File: src/rtl/max_track_pkg.sv
// Shared types and constants for the frame maximum tracker.
// Holds the FSM state encoding and counter sizing used by max_track_4.
package max_track_pkg;

  localparam int CNT_W             = 4;
  localparam int FRAME_LEN_DEFAULT = 8;

  typedef enum logic [1:0] {
    ST_IDLE  = 2'b00,
    ST_ACCUM = 2'b01,
    ST_DONE  = 2'b10
  } state_e;

  // A frame is in flight from its first accepted sample until its result is taken.
  function automatic logic state_busy(input state_e st);
    return (st == ST_ACCUM) || (st == ST_DONE);
  endfunction

  // Only IDLE and ACCUM may take a sample.
  function automatic logic state_takes_sample(input state_e st);
    return (st == ST_IDLE) || (st == ST_ACCUM);
  endfunction

endpackage

File: src/rtl/gt_4.sv
// 4-bit unsigned strict greater-than comparator: y = (a > b).
module gt_4 (
  input  logic [3:0] a,
  input  logic [3:0] b,
  output logic       y
);

  assign y = (a > b);

endmodule

File: src/rtl/max_track_4.sv
// Per-frame maximum tracker: reports the largest sample of each FRAME_LEN-sample
// frame and the position of its first occurrence, with valid/ready handshakes.
module max_track_4
  import max_track_pkg::*;
#(
  parameter int FRAME_LEN = FRAME_LEN_DEFAULT
) (
  input  logic       clk,
  input  logic       reset_n,
  input  logic       s_valid,
  output logic       s_ready,
  input  logic [3:0] s_data,
  output logic       m_valid,
  input  logic       m_ready,
  output logic [3:0] m_max,
  output logic [3:0] m_idx,
  output logic       busy
);

  localparam logic [CNT_W-1:0] LAST_CNT = CNT_W'(FRAME_LEN - 1);

  state_e           r_state;
  state_e           w_state_nxt;
  logic [3:0]       r_max;
  logic [3:0]       w_max_nxt;
  logic [3:0]       r_idx;
  logic [3:0]       w_idx_nxt;
  logic [CNT_W-1:0] r_cnt;
  logic [CNT_W-1:0] w_cnt_nxt;
  logic             w_update;
  logic             w_s_acc;
  logic             w_m_acc;

  gt_4 u_gt (
    .a (s_data),
    .b (r_max),
    .y (w_update)
  );

  // Handshake flags come from the state register alone, never from s_valid/m_ready.
  assign s_ready = state_takes_sample(r_state);
  assign m_valid = (r_state == ST_DONE);
  assign busy    = state_busy(r_state);
  assign m_max   = r_max;
  assign m_idx   = r_idx;

  assign w_s_acc = s_valid & s_ready;
  assign w_m_acc = m_valid & m_ready;

  // Next-state and datapath update decode.
  always_comb begin
    w_state_nxt = r_state;
    w_max_nxt   = r_max;
    w_idx_nxt   = r_idx;
    w_cnt_nxt   = r_cnt;
    case (r_state)
      ST_IDLE: begin
        if (w_s_acc) begin
          w_max_nxt   = s_data;
          w_idx_nxt   = 4'd0;
          w_cnt_nxt   = CNT_W'(1);
          w_state_nxt = ST_ACCUM;
        end else begin
          w_state_nxt = ST_IDLE;
        end
      end
      ST_ACCUM: begin
        if (w_s_acc) begin
          // Strict compare: a tie keeps the earlier index.
          if (w_update) begin
            w_max_nxt = s_data;
            w_idx_nxt = r_cnt;
          end else begin
            w_max_nxt = r_max;
            w_idx_nxt = r_idx;
          end
          w_cnt_nxt = r_cnt + CNT_W'(1);
          if (r_cnt == LAST_CNT) begin
            w_state_nxt = ST_DONE;
          end else begin
            w_state_nxt = ST_ACCUM;
          end
        end else begin
          w_state_nxt = ST_ACCUM;
        end
      end
      ST_DONE: begin
        if (w_m_acc) begin
          w_state_nxt = ST_IDLE;
        end else begin
          w_state_nxt = ST_DONE;
        end
      end
      default: begin
        w_state_nxt = ST_IDLE;
        w_max_nxt   = 4'd0;
        w_idx_nxt   = 4'd0;
        w_cnt_nxt   = {CNT_W{1'b0}};
      end
    endcase
  end

  // State register.
  always_ff @(posedge clk or negedge reset_n) begin
    if (!reset_n) begin
      r_state <= ST_IDLE;
    end else begin
      r_state <= w_state_nxt;
    end
  end

  // Running maximum, its index and the in-frame sample counter.
  always_ff @(posedge clk or negedge reset_n) begin
    if (!reset_n) begin
      r_max <= 4'd0;
      r_idx <= 4'd0;
      r_cnt <= {CNT_W{1'b0}};
    end else begin
      r_max <= w_max_nxt;
      r_idx <= w_idx_nxt;
      r_cnt <= w_cnt_nxt;
    end
  end

endmodule

File: config.mk
export PLATFORM = sky130hd
export DESIGN_NAME = max_track_4
export DESIGN_NICKNAME = d
export VERILOG_FILES = /design/src/rtl/max_track_pkg.sv /design/src/rtl/gt_4.sv /design/src/rtl/max_track_4.sv
export SDC_FILE = /design/constraint.sdc
export NUM_CORES = 1
export LEC_CHECK = 0
export ABC_AREA = 0
export CAP_MARGIN = 30
export CORE_MARGIN = 8
export CORE_UTILIZATION = 39
export DETAILED_ROUTE_END_ITERATION = 7
export PLACE_DENSITY_LB_ADDON = 0.05
export SLEW_MARGIN = 40
export SYNTH_ARGS = -nofsm -noshare
export SYNTH_HDL_FRONTEND = slang
export SYNTH_SLANG_ARGS = --single-unit
File: constraint.sdc
create_clock -name clk -period 1.73 [get_ports clk]
set_clock_uncertainty 0.1 [all_clocks]
set_input_delay 0.173 -clock clk [delete_from_list [all_inputs] [get_ports clk]]
set_output_delay 0.173 -clock clk [all_outputs]
set_load 0.02 [all_outputs]
* After elaboration in Yosys (flattened, before gate mapping)
Index checks and enable logic that the tools add are counted.
** Word-level totals
- Bits in registers :: 14
- Input bits :: 8
- Output and inout bits :: 11
- Logic and storage cells :: 36
** Cells by class
- $add $sub $neg :: 1
- $lt $le $gt $ge :: 1
- Eq/ne operators :: 6
- Multiplexer cells :: 16
- Bitwise gates (word level) :: 3
- Reduce and logical (&&, ||, !) cells :: 5
** Operators with widths (count)
- case mux 4 bit (3 select lines) :: 3
- two-way mux 4 bit :: 8
- two-way mux 2 bit :: 3
- case mux 2 bit (3 select lines) :: 1
- adder 4 x 1 -> 4 bit (second input constant) :: 1
- equality test 4 x 3 -> 1 bit (second input constant) :: 1
- greater-than comparator 4 bit :: 1
- != test 2 bit (second input constant) :: 2
- AND reduction 4 bit :: 1
- AND reduction 3 bit :: 1
- bitwise AND 1 bit :: 2
- equality test 2 x 1 -> 1 bit (second input constant) :: 1
- equality test 2 bit (second input constant) :: 1
- logical NOT 2 bit :: 1
- logical OR 1 bit :: 2
- != test 2 x 1 -> 1 bit (second input constant) :: 1
- two-way mux 1 bit :: 1
- NOT 1 bit :: 1

* Longest topological paths before layout
Gate-level depths: netlist of run 1.
- Depth after elaboration :: 5
- Mapped depth :: 7
- Depth with buffers taken out :: 6

* Hierarchy
Synthesis of run 1 repeated with hierarchy kept, for this count alone.
** Unflattened totals
- Cell total of the unflattened synthesis :: 83
- Area total of the unflattened synthesis :: 872.1 um^2
** By module, submodules not included
- max_track_4 :: instances 1, cells an instance 70, area an instance 773.2 um^2, sequential area each 350.3 um^2
- gt_4 :: instances 1, cells an instance 13, area an instance 98.8 um^2, sequential area each 0.0 um^2

* Least setup slack after synthesis of run 1
OpenSTA, ideal clock, no wires.
- Path kind :: flip-flop to flip-flop
- Start :: reg r_max[3], in the netlist m_max[3]
- End :: reg r_idx[0], in the netlist m_idx[0]
- Setup time :: 121 ps
- Arrival time :: 1486 ps
- Required time :: 1509 ps
- Slack :: 23 ps
- Cell stages (with the launch flop) :: 7
- Buffers on the path :: 0
- Clock period less this slack :: 1707 ps
- Cell sequence :: dfrtp_1 inv_1 ha_1 and4_4 o21ai_4 o211ai_4 a22o_1
** On the way
- Word-level cells in the longest chain between the ends :: 3
** Ends and longest elaborated chain
- start, declared :: line max_track_4.sv:24 : logic [3:0] r_max;
- start signal, assigned :: line max_track_4.sv:119 : r_max <= w_max_nxt;
- greater-than comparator 4 bit :: line gt_4.sv:8 : assign y = (a > b);
- != test 2 x 1 -> 1 bit (no source line)
- AND reduction 4 bit (no source line)
- end signal, assigned :: line max_track_4.sv:120 : r_idx <= w_idx_nxt;
- end, declared :: line max_track_4.sv:26 : logic [3:0] r_idx;
Every way passes these cells.
A chain may end at the register's enable or synchronous reset.

* Worst setup path after layout of run 1
- Start :: reg r_max[2], in the netlist m_max[2]
- End :: reg r_max[2], in the netlist m_max[2]
** On the way
- Word-level cells in the longest chain between the ends :: 3
** Ends and longest elaborated chain (line)
- greater-than comparator 4 bit :: gt_4.sv:8
- != test 2 x 1 -> 1 bit (no source line)
- AND reduction 4 bit (no source line)
Every way passes these cells.

==> results.md, run 1 <==
* Netlist cell types at 26
* Max-Cap Viols at 0
* Max_slew headroom at 0.824
* Fin. max-slew vios at 0
* Initial antenna violation count at 0
* Setup slack, reg-to-reg at 0.04 ns
* CTS tree: yes
* TritonCTS buffer count at 3
* Drt first pass iters at 6
* Area of the multi-input gates at 440 sq um
* CP required at about 1.8 ns
* Max FO, Critical Path at 4
* Synthesis warning total at 0
* Setup_tns at 0 ns
* Sink Count at 14
* Mapped Cells at a little under 80
* Antenna-violating nets left at 0
* Crit path capture type: flop
* Outcome: finished clean
* Worst VDD drop at 976 uV
* Die ar. at just under 0.004 sq mm
* Seq pwr share at 0.323
* Final Hold Violating Endpoints at 0
* Vias in the first global route at roughly 630
* Drt drc at 0
* GRT Util Overall at 0.0944
* Root Driver: clkbuf_4
* H-tree depth at 1
* WL final at between 1500 and 2000 um
* FP Rows at 16
* Via density at between 4 and 5
* Synthesis-to-layout area growth at 42.0%
* Filler cells at between 150 and 200
* Crit-path slowest cell: dfrtp_1
* Leak at between 0.5 and 0.6 nW
* Fin crit share at 0.976
* Kind of cell adding the most delay to the critical path: compound AO/OA/AOI/OAI gates
* Core area at about 0.0020 sq mm
* # IOs at 19
* Clock latency on the worst-skew pair at 0.27 ns
* Post-DP Area at around 0.0011 sq mm
* Final nets at 130
* Switching Share at 0.386
* Max frequency at around 590 MHz
* Fin cells at 139
* EDFF count, synth at 0
* Largest net degree at the start of global routing at 15
* CTS clk-pin slew, worst paths at 0.08 ns
* Critical path class: flop to flop
* Syn_nets at 94
* Final Core Density at 0.593
* Cell internal pwr at 1.05 mW
* Buf/Inv on CP at 1
* Primary FF master, synth: dfrtp_1
* HPWL after DPL at 1400 um
* Clock Path Buffers at 2
* Mapped Area at around 830 sq um
* GRT Residual Overflow at 0
* Async set-reset flop share out of synthesis at 1.00
* Syn Area/Cell at between 10 and 15 sq um
* Die height at roughly 62 um
* Fin area at approximately 0.0012 sq mm
* Commonest non-fill, non-tap cell in the layout: clkdlybuf4s50_1
* Sw Pwr at 663 uW
* Worst-Margin Slew at between 0.2 and 0.3 ns
* Final setup viols at 0
* Sequential-to-total area share from yosys stat at 0.423
* Placed cells at ~130
* Crit-path max cell delay at around 0.37 ns
* First-pass GRT wire length at roughly 2700 um
* PD cells at 1460 mW/mm^2
* Register Area at 350 sq um
* Antenna cells at 0
* Starting density of the core at 0.418
* Layout cell share with drive strength beyond 1 at 0.259
* Routed WL per cell at between 10 and 15 um
* Most frequent cells in the layout: clkdlybuf4s50_1, dfrtp_1, buf_4
* Hold/Removal Path Class: primary input to asynchronous set/reset pin
* Vias at 674
* CP Launch Type: flop
* Die Width at 62.1 um
* Period minus WS final at roughly 1.7 ns
* IO buf count at 18
* CP arrival at 1.75 ns
* Routability cong. at between 0.7 and 0.8
* Clock share of power at 0.132
* Crit-path cells: inv_1 > ha_1 > o21ai_1 > a21oi_4 > o2111a_2 > a22o_1
* Gate power share at 0.545
* Register bit total from synthesis at 14
* Drt first-iter violations at 7
-- power by group through the flow --
stage	Clock (mW)	Combinational, mW	Sequential (mW)
5_1_grt	0.258	1.02	0.573
2_1_floorplan	0	0.495	0.635
3_3_place_gp	0	0.913	0.562
4_1_cts	0.236	0.907	0.557
3_5_place_dp	0	0.914	0.563
6_report	0.226	0.936	0.555
-- stage by stage --
stage | hold slack [ns] | total power, mW | setup WS, ns
6_report | 0.106 | 1.72 | 0.0409
3_5_place_dp | 0.396 | 1.48 | -0.184
4_1_cts | 0.105 | 1.70 | 0.0483
3_3_place_gp | 0.393 | 1.48 | -0.173
2_1_floorplan | -0.223 | 1.13 | 0.0234
5_1_grt | 0.109 | 1.85 | -0.0166
-- worst paths after layout --
path	start	endpoint	cells past startpoint
min in group clk	m_idx[3]$_DFFE_PN0P_	m_idx[3]$_DFFE_PN0P_	1
max in group asynchronous	reset_n	r_state[1]$_DFF_PN0_	2
min	reset_n	m_idx[0]$_DFFE_PN0P_	2
min reg2reg	m_idx[3]$_DFFE_PN0P_	m_idx[3]$_DFFE_PN0P_	1
max	m_max[2]$_DFFE_PN0P_	m_max[2]$_DFFE_PN0P_	6
max reg2reg	m_max[2]$_DFFE_PN0P_	m_max[2]$_DFFE_PN0P_	6
-- flip-flops by register name, indices dropped and copies added, names as in the netlist --
register	count
m_idx	4
m_max	4
r_cnt	4
r_state	2
-- layout make-up --
| class | count | area share |
|---|---|---|
| clock buffer | 4 | 0.0309 |
| inverter | 10 | 0.0319 |
| multi-input combinational | 52 | 0.374 |
| sequential | 14 | 0.298 |
| tap | 27 | 0.0287 |
| timing repair buffer | 32 | 0.236 |
-- logic make-up after synthesis --
group | Yosys count | synth area share
buf+inv | 11 | 0.0544
fa+ha+maj | 9 | 0.136
simple gates | 17 | 0.107
flops | 14 | 0.423
mux | 2 | 0.0242
compound gates | 24 | 0.255
-- synth_stat cells, types with 2 or more instances --
master / instances / area share
dfrtp_1: 14 / 0.42
ha_1: 9 / 0.14
a22o_1: 8 / 0.085
inv_1: 8 / 0.036
nand2_1: 6 / 0.027
o21ai_0: 4 / 0.024
a21oi_1: 3 / 0.018
nor2_1: 3 / 0.014
inv_2: 2 / 0.0091
mux2i_1: 2 / 0.024
nand2b_1: 2 / 0.015
o2111a_2: 2 / 0.030
-- timing repair --
action                                  4_1_cts  5_1_grt
pin swaps                                     0        1
resized for setup                             6        1
buffers inserted                              0        2
endpoints found under the setup margin        3        8
endpoints found under the hold margin         0        0
hold buffers                                  0        0
-- layer usage --
layer / track usage / vias up / routed length, um
met1: 0.110 / 315 / 821
met3: 0.0391 / 0 / 113
met2: 0.158 / 14 / 781
met4: 0.0195 / 0 / 0
li1: - / 345 / -
met5: 0 / - / 0
(Power assumes the default switching activity.)
==> run 2: changes to the inputs <==
Settings changed: ABC_AREA 0 to 1.
==> results.md, run 2 <==
* Post-synth top cells: nand2_1, inv_1, dfrtp_1
* Fin cells at 173 (+24%)
* PD cells at 1550 mW/mm^2 (+6.1%)
* Die ar. at 0.00407 sq mm (+5.5%)
* Most frequent cells in the layout: nand2_1, inv_1, clkdlybuf4s50_1
* Starting density of the core at 0.406 (-0.0119)
* CP Launch Type: flop
* Primary FF master, synth: dfrtp_1
* RSZ-0062 raised after global routing: no
* Share of the synthesized area in the top cell type at 0.394 (-0.0291)
* Count leader, synth: nand2_1
* Fin crit share at 0.936 (-0.0405)
* CTS tree: yes
* First-pass GRT wire length at 3240 um (+22%)
* Gate power share at 0.571 (+0.026)
* Worst-Margin Slew at 0.344 ns (+0.0813 ns)
* Pre-CTS worst setup slack at -0.0607 ns (+0.124 ns)
* Max frequency at 618 MHz (+4.3%)
* Sw Pwr at 801 uW (+21%)
* Period minus WS final at 1.62 ns (-0.0700 ns)
* Netlist cell types at 17 (-35%)
* Syn Area/Cell at 7.74 sq um (-28%)
* Fin. max-slew vios at 0 (unchanged)
* Routability cong. at 0.797 (+0.82%)
* Final nets at 163 (+25%)
* Vias in the first global route at 764 (+21%)
* Clock latency on the worst-skew pair at 0.28 ns (about the same)
* Placed cells at 167 (+26%)
* Switching Share at 0.434 (+0.0474)
* HPWL after DPL at 1510 um (+8.1%)
* Core area at 0.00219 sq mm (+11%)
* Antenna-violating nets left at 0 (unchanged)
* Sequential-to-total area share from yosys stat at 0.394 (-0.0291)
* Setup_tns at 0 ns (unchanged)
* Root Driver: clkbuf_4
* Mapped Area at 890 sq um (+7.4%)
* FP Rows at 17 (+1)
* Commonest non-fill, non-tap cell in the layout: nand2_1
* Via density at 4.50 (-7.3%)
* Seq pwr share at 0.300 (-0.023)
* IO buf count at 18 (unchanged)
* Synthesis-to-layout area growth at 34.0%
* Clock Path Buffers at 2 (unchanged)
* Vias at 778 (+15%)
* Async set-reset flop share out of synthesis at 1.00 (unchanged)
* Final Worst Setup Slack at 0.111 ns (+0.0700 ns)
* Die Width at 63.8 um (+2.7%)
* Top cells by area, synth: dfrtp_1, nand2_1, ha_1, inv_1, nand3_1
* Max_slew headroom at 0.770 (-0.0541)
* Cell internal pwr at 1.05 mW (-0.73%)
* CP arrival at 1.35 ns (-0.40 ns)
* CP required at 1.46 ns (-0.33 ns)
* Hold_buf cts at 0 (unchanged)
* Max FO, Critical Path at 4 (unchanged)
* Critical path class: flop to output port
* CTS clk-pin slew, worst paths at 0.09 ns (about the same)
* Layout cell share with drive strength beyond 1 at 0.145 (-0.114)
* Hold/Removal Path Class: primary input to asynchronous set/reset pin
* Final Hold Violating Endpoints at 0 (unchanged)
* TritonCTS buffer count at 3 (unchanged)
* Drt first pass iters at 4 (-2)
* GRT Util Overall at 0.0958 (+0.00135)
* Filler cells at 210 (+25%)
* Final setup viols at 0 (unchanged)
* Biggest area consumer among synthesized cells: dfrtp_1
* Mapped Cells at 115 (+49%)
* Outcome: finished clean
* Worst VDD drop at 884 uV (-9.5%)
* Drt first-iter violations at 12 (+5)
* Crit path capture type: output port
* EDFF count, synth at 0 (unchanged)
* Die height at 63.8 um (+2.7%)
* Antenna cells at 0 (unchanged)
* Initial antenna violation count at 0 (unchanged)
* Max-Cap Viols at 0 (unchanged)
* Register bit total from synthesis at 14 (unchanged)
* H-tree depth at 1 (unchanged)
* Drt drc at 0 (unchanged)
* Leak at 0.653 nW (+18%)
* Clock share of power at 0.129 (-0.003)
* Sink Count at 14 (unchanged)
* Syn_nets at 132 (+40%)
* WL final at 1890 um (+10%)
* Largest net degree at the start of global routing at 11 (-4)
* Routed WL per cell at 10.9 um (-12%)
* Final Core Density at 0.544 (-0.0492)
* # IOs at 19 (unchanged)
* GRT Residual Overflow at 0 (unchanged)
* Synthesis warning total at 0 (unchanged)
[run 2: cell count changes after synthesis, moves of 2 or more]
cell,change
nand3_1,+9
nor2_1,+6
nand2_1,+26
inv_1,+14
o21ai_0,-2
nand2_4,+2
mux2i_1,-2
o2111a_2,-2
nand2b_1,-2
a22o_1,-8
a21oi_1,+2
[run 2: what timing repair did]
action	CTS	global route
pin swaps	0	1
buffers inserted	0	2
resized for setup	5	2
setup endpoints to repair	3	3
[run 2: stage by stage]
stage | hold WS, ns | power (mW) | cell area [sq um]
2_1_floorplan | -0.223 | 1.24 | 890
6_report | 0.0526 | 1.85 | 1190
3_3_place_gp | 0.357 | 1.60 | 1150
4_1_cts | 0.0614 | 1.85 | 1180
5_1_grt | 0.0631 | 2.03 | 1190
3_5_place_dp | 0.364 | 1.61 | 1150
[run 2: cell families (layout without fill, tap and decap cells)]
kind of cell | after synthesis | count (layout) | synth area share
AND/OR/NAND/NOR | 54 | 54 | 0.260
buffers and inverters | 25 | 55 | 0.114
flip-flops | 14 | 14 | 0.394
AO/OA/AOI/OAI | 13 | 13 | 0.105
adder cells (fa/ha/maj) | 9 | 9 | 0.127
[run 2: worst paths after layout]
path	cells past startpoint	slack [ns]	endpoint	from
max	3	0.11	busy	r_state[1]$_DFF_PN0_
min reg2reg	2	0.39	m_idx[2]$_DFFE_PN0P_	m_idx[2]$_DFFE_PN0P_
min	1	0.05	m_max[3]$_DFFE_PN0P_	reset_n
min in group clk	2	0.39	m_idx[2]$_DFFE_PN0P_	m_idx[2]$_DFFE_PN0P_
max reg2reg	7	0.16	m_max[2]$_DFFE_PN0P_	r_state[1]$_DFF_PN0_
max in group asynchronous	2	1.05	r_cnt[1]$_DFFE_PN0P_	reset_n
[run 2: critical path, cell delays in order, from the launching register on]
cell	delay, ns
dfrtp_1	0.40
inv_1	0.07
ha_1	0.27
dlygate4sd2_1	0.32
[run 2: layout make-up]
type	instances	area [sq um]	area share
repair buffers	27	240	0.201
clock buffers	4	36.3	0.0304
flip-flops and latches	14	350	0.294
multi-input cells	76	440	0.369
well taps	28	35.0	0.0294
inverters	24	90.1	0.0756
[run 2: power by group through the flow]
stage	clock network (mW)	logic (mW)	registers, mW
floorplan	0	0.593	0.643
global placement	0	1.03	0.566
detailed placement	0	1.05	0.565
CTS	0.247	1.04	0.560
global route	0.269	1.19	0.571
finish	0.238	1.05	0.555
[run 2: per-layer routing]
layer	track usage	share of wire	up-vias
li1	-	-	418
met2	0.162	0.46	17
met4	0.00836	0.0042	0
met1	0.112	0.47	341
met5	0	0	-
met3	0.0453	0.066	2
==> RTL change 1, RTL diff (flow settings as in run 2) <==
Make the reset (`reset_n`) synchronous in 2 clocked blocks.
--- a/src/rtl/max_track_4.sv
+++ b/src/rtl/max_track_4.sv
@@ -101,7 +101,7 @@
   end
 
   // State register.
-  always_ff @(posedge clk or negedge reset_n) begin
+  always_ff @(posedge clk) begin
     if (!reset_n) begin
       r_state <= ST_IDLE;
     end else begin
@@ -110,7 +110,7 @@
   end
 
   // Running maximum, its index and the in-frame sample counter.
-  always_ff @(posedge clk or negedge reset_n) begin
+  always_ff @(posedge clk) begin
     if (!reset_n) begin
       r_max <= 4'd0;
       r_idx <= 4'd0;
Behaviour: differs if reset_n is asserted again (counterexample within 4 cycles, from zero or initial values and one cycle with reset_n low); with reset_n held inactive, the same outputs for 10 cycles.
==> RTL change 1 against run 2 <==
- setup slack worse by 0.032 ns
- synthesized area fell by 3.1%
- routed wire length decreased by 0.58%
- design area decreased by 1.5%
- sequential cell count unchanged
- critical path type unchanged
- global-route usage increased by 0.46 points
- utilization rose by 0.26 points
- die area shrank 2.3%
- largest cell class unchanged
- synthesized cell count increased by 6.1%
Power is not compared: it rests on default switching activity, and its combinational part moved more than twofold at a synthesized area within 25%.
==> RTL change 1: results <==
[setup_path]
crit_start = r_state[0]$_SDFF_PN0_
rr_startpoint = m_max[1]$_SDFFE_PN0P_
arrival_ns = 1.38
cp_max_fo = 3

[yosys]
synthArstFlopShare_pct = 0
synth_area_leaders = dfxtp_1 33%, ha_1 13%, nand2_1 11%, a21oi_1 7.0%, inv_1 6.5%
synth-compound-area-share_pct = 12.9
ys_types = 23
syn_avg_cell_area_um2 = 7.07
synth_warnings = 0
synthTopCellsByCount = 26 x nand2_1, 15 x inv_1, 15 x nor2_1
synthesis.nets = 139
muxShareOfSynthArea_pct = 0
synth-seq-area-share_pct = 32.5
synthAdderAreaFrac_pct = 13.1
synth_xor_area_share_pct = 0

[route]
drt-initial-drc-count = 9
avgRoutedWirePerCell_um = 10.5
via_per_inst = 4.73
wl_met1_um = 879
met3WireLength_um = 120
ant_nets = 0
top_layer = met4
routed-wl-met2_um = 867

[placement]
routabilityCongestion = 0.784
hpwl_um = 1430
portBuffers = 18

[timing]
fmax_mhz = 606
hold_violations = 0
slew_headroom_pct = 77.2

[min_path]
hold_start = m_idx[1]$_SDFFE_PN0P_
min_path_type = reg2reg

[power]
power.switching_w = 0.000270
peakVddDrop_mv = 0.459
power_leakage_nw = 0.555

[global_routing]
grt_use_total_pct = 10.0
grt_pass1_vias = 817
grt_max_degree = 16
grt_pass1_wl_um = 3370

[cts]
cts_buffers = 3
post_cts_buffers = 0
clock_latency_ns = 0.28
h-tree-depth = 1
cts-root-buf = clkbuf_4
clk_pin_slew_ns = 0.08

[finish]
fillers = 215
drive_gt1_share_pct = 16.6
stdcell_count = 179
nNetsFinal = 169

[status]
status = finished clean
-- RTL change 1: cell count changes in the layout (fill, tap and decap cells not counted), sizes merged, moves of 2 or more --
cell	change
a21oi	+8
dfrtp	-14
dfxtp	+14
inv	-8
nand2	-6
nand3	-3
nor2	+6
nor3	+5
o22ai	-2
-- RTL change 1: repair_timing --
item,4_1_cts,5_1_grt
resized for setup,4,5
gates cloned,0,1
setup endpoints to repair,3,10
pin swaps,0,1
-- RTL change 1: metrics by stage --
stage	area [um2]	setup WS [ns]	setup TNS, ns
global route	1170	0.00635	0
detailed placement	1130	-0.156	-1.05
CTS	1160	0.00457	0
floorplan	862	0.0943	0
finish	1170	0.0787	0
global placement	1130	-0.136	-0.885
-- RTL change 1: final timing paths --
path                                 to  slack, ns  cells past startpoint
hold / removal    m_idx[1]$_SDFFE_PN0P_       0.39                      2
setup reg to reg  m_max[2]$_SDFFE_PN0P_       0.18                     10
setup / recovery                m_valid       0.08                      4
hold reg to reg   m_idx[1]$_SDFFE_PN0P_       0.39                      2
-- RTL change 1: power groups by stage --
stage | sequential [W] | combinational [W] | clock, W
after floorplan | 0.000395 | 0.000147 | 0
after global placement | 0.000373 | 0.000271 | 0
after detailed placement | 0.000373 | 0.000272 | 0
after CTS | 0.000366 | 0.000271 | 0.000244
after global routing | 0.000370 | 0.000310 | 0.000263
final | 0.000366 | 0.000275 | 0.000234
-- RTL change 1: per-layer routing --
layer	global-route usage, %	vias up
met4	2.85	0
met1	10.8	370
li1	-	456
met5	0	-
met2	17.0	18
met3	4.66	2
-- RTL change 1: final cells by class --
type / count / area, um2 / area share (%)
Tap cell: 28 / 35.0 / 2.98
Sequential cell: 14 / 282 / 24.0
Inverter: 16 / 60.1 / 5.11
Timing Repair Buffer: 29 / 269 / 22.9
Clock buffer: 4 / 36.3 / 3.09
Multi-Input combinational cell: 88 / 493 / 42.0
-- RTL change 1: cell families (layout without fill, tap and decap cells) --
| kind of cell | Yosys count | in the layout |
|---|---|---|
| adders and majority gates | 9 | 9 |
| DFF | 14 | 14 |
| and+or+nand+nor | 59 | 60 |
| AOI/OAI and AO/OA | 19 | 19 |
| buffers and inverters | 21 | 49 |
-- RTL change 1: critical path: stages (launching register included) --
cell	delay [ns]
dfxtp_1	0.36
inv_1	0.06
buf_4	0.13
ha_1	0.24
clkdlybuf4s15_1	0.30
==> RTL change 2, RTL diff (config.mk and constraints of run 2) <==
Without the edit above. The package constant `FRAME_LEN_DEFAULT` goes from 8 to 4.
--- a/src/rtl/max_track_pkg.sv
+++ b/src/rtl/max_track_pkg.sv
@@ -3,7 +3,7 @@
 package max_track_pkg;
 
   localparam int CNT_W             = 4;
-  localparam int FRAME_LEN_DEFAULT = 8;
+  localparam int FRAME_LEN_DEFAULT = 4;
 
   typedef enum logic [1:0] {
     ST_IDLE  = 2'b00,
Behaviour: not the same (Yosys sat finds a counterexample within 10 cycles, from zero or initial values and one cycle with reset_n low).
==> RTL change 2 against run 2 <==
- setup slack lost 0.033 ns
- synthesized area grew 0.98%
- routed wire length up 4.6%
- first-iteration DRC count grew 92%
- sequential cell count unchanged
- total power increased by 9.2%
- design area up 1.4%
- count of clock-buffer cells in the layout unchanged
==> RTL change 2: results <==
[finish]
nNetsFinal = 164
bufAreaShareNonClock_pct = 18.6
fillers = 211
num-multi-input-gates = 80
final-clk-cell-share_pct = 3.00
multi_input_area_um2 = 475
drive_gt1_share_pct = 16.4
buffers = 25
inverters = 23
fin_util_pct = 55.2

[yosys]
synth_area_leaders = dfrtp_1 39%, nand2_1 13%, ha_1 13%, inv_1 8.4%, nand3_1 6.1%
synth-seq-area-share_pct = 39.0
ys_types = 20
synthesis.nets = 134
synthAdderAreaFrac_pct = 12.5
synthTopCellsByCount = 32 x nand2_1, 20 x inv_1, 14 x dfrtp_1
synth-compound-area-share_pct = 9.33
synth_warnings = 0
muxShareOfSynthArea_pct = 0
syn_avg_cell_area_um2 = 7.68

[global_routing]
grt_pass1_wl_um = 3440
grt_use_total_pct = 9.99
grt_max_degree = 15
grt_pass1_vias = 832

[setup_path]
arrival_ns = 1.38
cp_max_fo = 3
crit_slowest_cell = dfrtp_1
cp_top_family = buffers and inverters

[placement]
placed_cell_area_um2 = 1150
pre_cts_slack_ns = -0.0592
hpwl_um = 1550
routabilityCongestion = 0.774
dp.cells = 168
portBuffers = 18

[power]
power_leakage_nw = 0.647
power.switching_w = 0.000915
clkPwrFrac_pct = 11.3
comb_power_share_pct = 59.9
p_int_w = 0.00110
peakVddDrop_mv = 0.972

[route]
drt-initial-drc-count = 23
num_vias = 806
dr.pass1.iters = 4
via_per_inst = 4.63
avgRoutedWirePerCell_um = 11.4

[status]
status = finished clean

[timing]
worstMarginPinSlew_ns = 0.287

[cts]
ctsResizeCount = 4
post_cts_buffers = 0

[floorplan]
die_area_um2 = 4100
==> RTL change 2: path summary, 6_finish.rpt <==
check                                             to  slack, ns                  from  cells after the start
worst max-delay path                         m_valid       0.08  r_state[0]$_DFF_PN0_                      3
min in group clk                m_idx[3]$_DFFE_PN0P_       0.38  m_idx[3]$_DFFE_PN0P_                      2
worst max register to register  m_idx[1]$_DFFE_PN0P_       0.15  r_state[0]$_DFF_PN0_                      7
max in group asynchronous       m_idx[1]$_DFFE_PN0P_       1.26               reset_n                      2
worst min register to register  m_idx[3]$_DFFE_PN0P_       0.38  m_idx[3]$_DFFE_PN0P_                      2
worst min-delay path            r_cnt[1]$_DFFE_PN0P_       0.10               reset_n                      2
==> RTL change 2: metal layers <==
metal | part of all wire (%) | wire (um) | vias up | GRT usage (%)
met5 | 0 | 0 | - | 0
met4 | 0.96 | 19 | 0 | 2.51
met3 | 5.8 | 114 | 2 | 4.70
met2 | 49 | 968 | 14 | 17.4
met1 | 44 | 872 | 370 | 10.6
li1 | - | - | 420 | -
